<file path="src/rtl/uart_tx_arbiter_if.sv">
// Byte handshake between two requesters, the arbiter and the UART transmitter.
// The arbiter uses the slave modport. The requesters and the transmitter use the master modport.
interface uart_tx_arbiter_if #(
  parameter int DATA_W = 8
);
  logic              req0_valid;
  logic [DATA_W-1:0] req0_data;
  logic              req0_ready;
  logic              req1_valid;
  logic [DATA_W-1:0] req1_data;
  logic              req1_ready;
  logic              tx_start;
  logic [DATA_W-1:0] tx_data;
  logic              tx_done;

  modport master (
    output req0_valid, req0_data, req1_valid, req1_data, tx_done,
    input  req0_ready, req1_ready, tx_start, tx_data
  );

  modport slave (
    input  req0_valid, req0_data, req1_valid, req1_data, tx_done,
    output req0_ready, req1_ready, tx_start, tx_data
  );
endinterface

</file>
<file path="src/rtl/uart_tx_arbiter.sv">
// Shares one UART transmitter between two byte requesters. A watchdog aborts frames that never complete.
// Define UART_ARB_ROUND_ROBIN_EN for round-robin arbitration. Otherwise req0 has fixed priority.
module uart_tx_arbiter #(
  parameter int DATA_W         = 8,
  parameter int TIMEOUT_CYCLES = 120000
) (
  input  logic              clk,
  input  logic              reset_n,
  uart_tx_arbiter_if.slave  bus,
  output logic              grant_id,
  output logic              busy,
  output logic              timeout_err,
  output logic [15:0]       frame_cnt
);

  localparam int CNT_W = $clog2(TIMEOUT_CYCLES);
  localparam logic [CNT_W-1:0] CNT_LAST = CNT_W'(TIMEOUT_CYCLES - 1);

  typedef enum logic [1:0] {
    ST_IDLE      = 2'd0,
    ST_LAUNCH    = 2'd1,
    ST_WAIT_DONE = 2'd2
  } state_t;

  state_t            state_r;
  logic [CNT_W-1:0]  wd_cnt_r;
  logic              tx_start_r;
  logic [DATA_W-1:0] tx_data_r;
  logic              grant_r;
  logic              busy_r;
  logic [15:0]       frame_cnt_r;

  logic              pick1_s;
  logic              accept_s;
  logic              wd_last_s;
  logic              abort_s;

`ifdef UART_ARB_ROUND_ROBIN_EN
  logic              last_grant_r;

  // Winner select: under contention, the requester that was not served last wins.
  always_comb begin
    pick1_s = 1'b0;
    if (bus.req0_valid && bus.req1_valid) begin
      pick1_s = ~last_grant_r;
    end else begin
      pick1_s = bus.req1_valid;
    end
  end
`else
  // Winner select: req1 wins only when req0 is idle.
  always_comb begin
    pick1_s = 1'b0;
    if (bus.req1_valid && !bus.req0_valid) begin
      pick1_s = 1'b1;
    end else begin
      pick1_s = 1'b0;
    end
  end
`endif

  // Acceptance and abort decode. Gating with reset_n means no byte is consumed while reset is held.
  always_comb begin
    accept_s  = reset_n && (state_r == ST_IDLE) && (bus.req0_valid || bus.req1_valid);
    wd_last_s = (wd_cnt_r == CNT_LAST);
    // Completion takes precedence over the watchdog in the same cycle.
    abort_s   = reset_n && (state_r == ST_WAIT_DONE) && wd_last_s && !bus.tx_done;
  end

  // Arbitration FSM with registered launch outputs, watchdog and frame counter.
  always_ff @(posedge clk) begin
    if (!reset_n) begin
      state_r      <= ST_IDLE;
      wd_cnt_r     <= {CNT_W{1'b0}};
      tx_start_r   <= 1'b0;
      tx_data_r    <= {DATA_W{1'b0}};
      grant_r      <= 1'b0;
      busy_r       <= 1'b0;
      frame_cnt_r  <= 16'd0;
`ifdef UART_ARB_ROUND_ROBIN_EN
      last_grant_r <= 1'b1;
`endif
    end else begin
      tx_start_r <= 1'b0;
      case (state_r)
        ST_IDLE: begin
          if (accept_s) begin
            state_r    <= ST_LAUNCH;
            tx_start_r <= 1'b1;
            tx_data_r  <= pick1_s ? bus.req1_data : bus.req0_data;
            grant_r    <= pick1_s;
            busy_r     <= 1'b1;
`ifdef UART_ARB_ROUND_ROBIN_EN
            last_grant_r <= pick1_s;
`endif
          end else begin
            state_r <= ST_IDLE;
          end
        end
        ST_LAUNCH: begin
          wd_cnt_r <= {CNT_W{1'b0}};
          state_r  <= ST_WAIT_DONE;
        end
        ST_WAIT_DONE: begin
          if (bus.tx_done) begin
            frame_cnt_r <= frame_cnt_r + 16'd1;
            state_r     <= ST_IDLE;
            busy_r      <= 1'b0;
          end else if (wd_last_s) begin
            state_r <= ST_IDLE;
            busy_r  <= 1'b0;
          end else begin
            wd_cnt_r <= wd_cnt_r + CNT_W'(1);
          end
        end
        default: begin
          state_r <= ST_IDLE;
          busy_r  <= 1'b0;
        end
      endcase
    end
  end

  assign bus.req0_ready = accept_s & ~pick1_s;
  assign bus.req1_ready = accept_s & pick1_s;
  assign bus.tx_start   = tx_start_r;
  assign bus.tx_data    = tx_data_r;
  assign grant_id       = grant_r;
  assign busy           = busy_r;
  assign timeout_err    = abort_s;
  assign frame_cnt      = frame_cnt_r;

endmodule

</file>
<file path="src/flat_wrapper.sv">
// flat-port wrapper written by rule: the top's interface ports become plain ports
module uart_tx_arbiter_flat 
#(
  parameter int DATA_W         = 8,
  parameter int TIMEOUT_CYCLES = 120000
)
  (clk, reset_n, grant_id, busy, timeout_err, frame_cnt, bus_req0_valid, bus_req0_data, bus_req1_valid, bus_req1_data, bus_tx_done, bus_req0_ready, bus_req1_ready, bus_tx_start, bus_tx_data);
  uart_tx_arbiter_if #(.DATA_W(DATA_W)) bus_i ();
  input  logic clk;
  input  logic reset_n;
  output logic grant_id;
  output logic busy;
  output logic timeout_err;
  output logic [15:0] frame_cnt;
  input wire logic [$bits(bus_i.req0_valid)-1:0] bus_req0_valid;
  input wire logic [$bits(bus_i.req0_data)-1:0] bus_req0_data;
  input wire logic [$bits(bus_i.req1_valid)-1:0] bus_req1_valid;
  input wire logic [$bits(bus_i.req1_data)-1:0] bus_req1_data;
  input wire logic [$bits(bus_i.tx_done)-1:0] bus_tx_done;
  output wire logic [$bits(bus_i.req0_ready)-1:0] bus_req0_ready;
  output wire logic [$bits(bus_i.req1_ready)-1:0] bus_req1_ready;
  output wire logic [$bits(bus_i.tx_start)-1:0] bus_tx_start;
  output wire logic [$bits(bus_i.tx_data)-1:0] bus_tx_data;
  assign bus_i.req0_valid = bus_req0_valid;
  assign bus_i.req0_data = bus_req0_data;
  assign bus_i.req1_valid = bus_req1_valid;
  assign bus_i.req1_data = bus_req1_data;
  assign bus_i.tx_done = bus_tx_done;
  assign bus_req0_ready = bus_i.req0_ready;
  assign bus_req1_ready = bus_i.req1_ready;
  assign bus_tx_start = bus_i.tx_start;
  assign bus_tx_data = bus_i.tx_data;
  uart_tx_arbiter #(.DATA_W(DATA_W), .TIMEOUT_CYCLES(TIMEOUT_CYCLES)) u_core (.clk(clk), .reset_n(reset_n), .bus(bus_i), .grant_id(grant_id), .busy(busy), .timeout_err(timeout_err), .frame_cnt(frame_cnt));
endmodule
</file>
<file path="config.mk">
export PLATFORM = sky130hd
export DESIGN_NAME = uart_tx_arbiter_flat
export DESIGN_NICKNAME = d
export VERILOG_FILES = /design/src/rtl/uart_tx_arbiter_if.sv /design/src/rtl/uart_tx_arbiter.sv /design/src/flat_wrapper.sv
export SDC_FILE = /design/constraint.sdc
export NUM_CORES = 1
export LEC_CHECK = 0
export CAP_MARGIN = 20
export CORE_ASPECT_RATIO = 1.5
export CORE_UTILIZATION = 45
export DETAILED_ROUTE_END_ITERATION = 12
export PLACE_DENSITY = 0.76
export SKIP_CTS_REPAIR_TIMING = 1
export SLEW_MARGIN = 40
export SYNTH_ARGS = -nofsm -noshare
export SYNTH_HDL_FRONTEND = slang
export SYNTH_SLANG_ARGS = --single-unit
</file>
<file path="constraint.sdc">
create_clock -name clk -period 1.81 [get_ports clk]
set_input_delay 0.362 -clock clk [delete_from_list [all_inputs] [get_ports clk]]
set_output_delay 0.362 -clock clk [all_outputs]
set_load 0.05 [all_outputs]
</file>
==> results.ini <==
[clocking]
cts_tree=done
cts_sinks=46
clkTransAtPathRegs_ps=90
cts_buffer_depth=2
clkLatencyLatePin_ps=300
cts_made_buffers=5
cts-root-buf=clkbuf_8
h-tree-depth=2

[min_path]
whs_path_depth=3
hold_class=in2reg

[floorplanning]
fp.dieW_um=58.9
boundaryPins=51
num_rows=30
dieArea_um2=5140
start_util_pct=47.7
die_h_um=87.3
core_um2=4580

[yosys]
seq_area_frac_synth_pct=42.2
async_flop_share_pct=0
synth_cell_type_count=45
syn-cell-area_um2=2180
ys_ff_latch=46
synth_fp_nets=282
synth-edff-count=0
synthCells=259
synth.avg_cell_area_um2=8.43
yosys_warnings=0
synth_ff_type=dfxtp_1

[placed_design]
dp_hpwl_um=4470
place_area_um2=3060
port_buffers=50
place_inst=404
pre_cts_ws_ps=-335
gp_congestion=0.870

[final_layout]
stdcell_count=415
final_common_cell=buf_4
fin_nets=373
final_area_um2=3300
insertedDiodeCount=0
drive_above_1_share_pct=32.2
fin_util_pct=72.0
fillerInstances=374
syn_to_final_growth_pct=51.0
layout_common_cells=72 x buf_4, 40 x dfxtp_1, 29 x nor2_1

[worst_setup_path]
crit_required_ps=1450
critical_path_class=reg2out
cp.arrival_ps=1570
crit_path_max_fanout=2
cp.depth=4
worstPathCellList=or3_4 -> nor3_4 -> and4b_4 -> buf_12
worst-path-buf-inv=1
slowest_delay_ps=390
endpoint_kind=output pin
rr_worst_depth=6
slowest_stage=or3_4
critPathLaunchType=flop
cp_top_family=simple AND/OR/NAND/NOR gates

[pwr]
switching_share_pct=25.3
power_frac_clock_pct=39.0
powerDensity_nw_per_um2=737
switchingPower_mw=0.615
pwr-share-comb_pct=17.3
power_frac_seq_pct=43.8
intPower_mw=1.82
ir_drop_uv=580
p_leak_nw=1.30

[timing]
worst_hold_slack_ps=450
finalSetupViolCount=2
fin_ws_ps=-124
rsz0062_at_grt=true
hold_viol_final=0
fmax_mhz=517
skew_ps=4.79
slew-limit-headroom_pct=74.7
slew_viol_final=0
min_period_ps=1930
worstMarginPinSlew_ps=379
fin_crit_sh_pct=107

[detailed_routing]
drtPass1Iterations=4
routedWlPerCell_um=14.6
ant_nets=0
drc=0
routed-via-count=2218
routed_via_density=5.34
drt_wl_total_um=6080
drt_iter0_markers=135

[global_route]
antenna_found_initial=0
met3_usage_pct=4.46
grt-busiest-layer=met2
grt_max_degree=35
gr-usage-met1_pct=27.9
grt_overflow=0
grt_pass1_vias=2216
grt_usage_pct=25.5
grt_pass1_wl_um=10000
globalRouteMet2Util_pct=46.8

[outcome]
status=finished with violations
violations=negative setup slack

[flow_run]
maxCapViolCount=0

kinds of logic (layout without fill, tap and decap cells):
logic type,after synthesis,after routing,synth area share (%)
and+or+nand+nor,118,118,27.9
AOI/OAI and AO/OA,50,50,15.1
DFF,46,46,42.2
buffers and inverters,20,112,3.67
muxes,12,12,5.61
xor gates and xnor gates,11,11,4.41
adders and majority gates,2,2,1.15
registers in the layout, summed over array words and instances, names as in the netlist:
| name | count |
|---|---|
| u_core.wd_cnt_r | 17 |
| u_core.frame_cnt | 16 |
| u_core.bus.tx_data | 8 |
| u_core.state_r | 2 |
| u_core.bus.tx_start | 1 |
| u_core.busy | 1 |
| u_core.grant_id | 1 |
synthesized netlist by cell type, drive strengths merged (6+ instances only):
cell type,number,area [µm²]
nor4,7,43.8
o21ai,9,45.0
nand3,13,65.1
dfxtp,46,921
xnor2,7,61.3
a21oi,21,109
nand4,7,43.8
nand2,20,75.1
inv,6,22.5
a211oi,9,67.6
nor3,9,50.1
or3,9,56.3
nor2,30,113
clkbuf,10,37.5
mux2i,10,100
final timing paths:
path | slack (ps) | start | end
max reg2reg | -30 | u_core.wd_cnt_r[0] | u_core.wd_cnt_r[6]
min reg2reg | 500 | u_core.grant_id | u_core.grant_id
max | -120 | u_core.wd_cnt_r[13] | timeout_err
min | 450 | bus_req1_valid | u_core.bus.tx_start
power by group through the flow:
stage | combinational, mW | clock [mW] | sequential (mW)
floorplan | 0.144 | 0 | 1.17
global placement | 0.401 | 0 | 1.08
detailed placement | 0.409 | 0 | 1.09
CTS | 0.411 | 0.959 | 1.06
global route | 0.448 | 1.01 | 1.07
finish | 0.420 | 0.947 | 1.06
through the flow:
stage | total power [mW] | TNS [ps]
6_report | 2.43 | -154
5_1_grt | 2.53 | -324
4_1_cts | 2.43 | -1050
3_5_place_dp | 1.49 | -8850
3_3_place_gp | 1.49 | -7260
2_1_floorplan | 1.31 | 0
worst min-delay path: stages:
cell and delay (ps):
dlymetal6s2s_1 110, nor2_2 70, nor4_1 150
cell type report:
cell class                      count  area [µm²]  share of cell area, %
Inverter                            7        26.3                  0.796
Tap cell                           64        80.1                   2.43
Clock buffer                        6        82.6                   2.50
Clock inverter                      2        60.1                   1.82
Sequential cell                    46         928                   28.1
Timing Repair Buffer               97         842                   25.5
Multi-Input combinational cell    193        1280                   38.8
routing by layer:
metal | part of all wire (%) | wire length [µm] | up-vias
met5 | 0 | 0 | -
met4 | 3.3 | 200 | 0
met3 | 2.6 | 158 | 14
met2 | 54 | 3300 | 48
met1 | 40 | 2420 | 1043
li1 | - | - | 1113
Power figures use the tool's default switching activity.
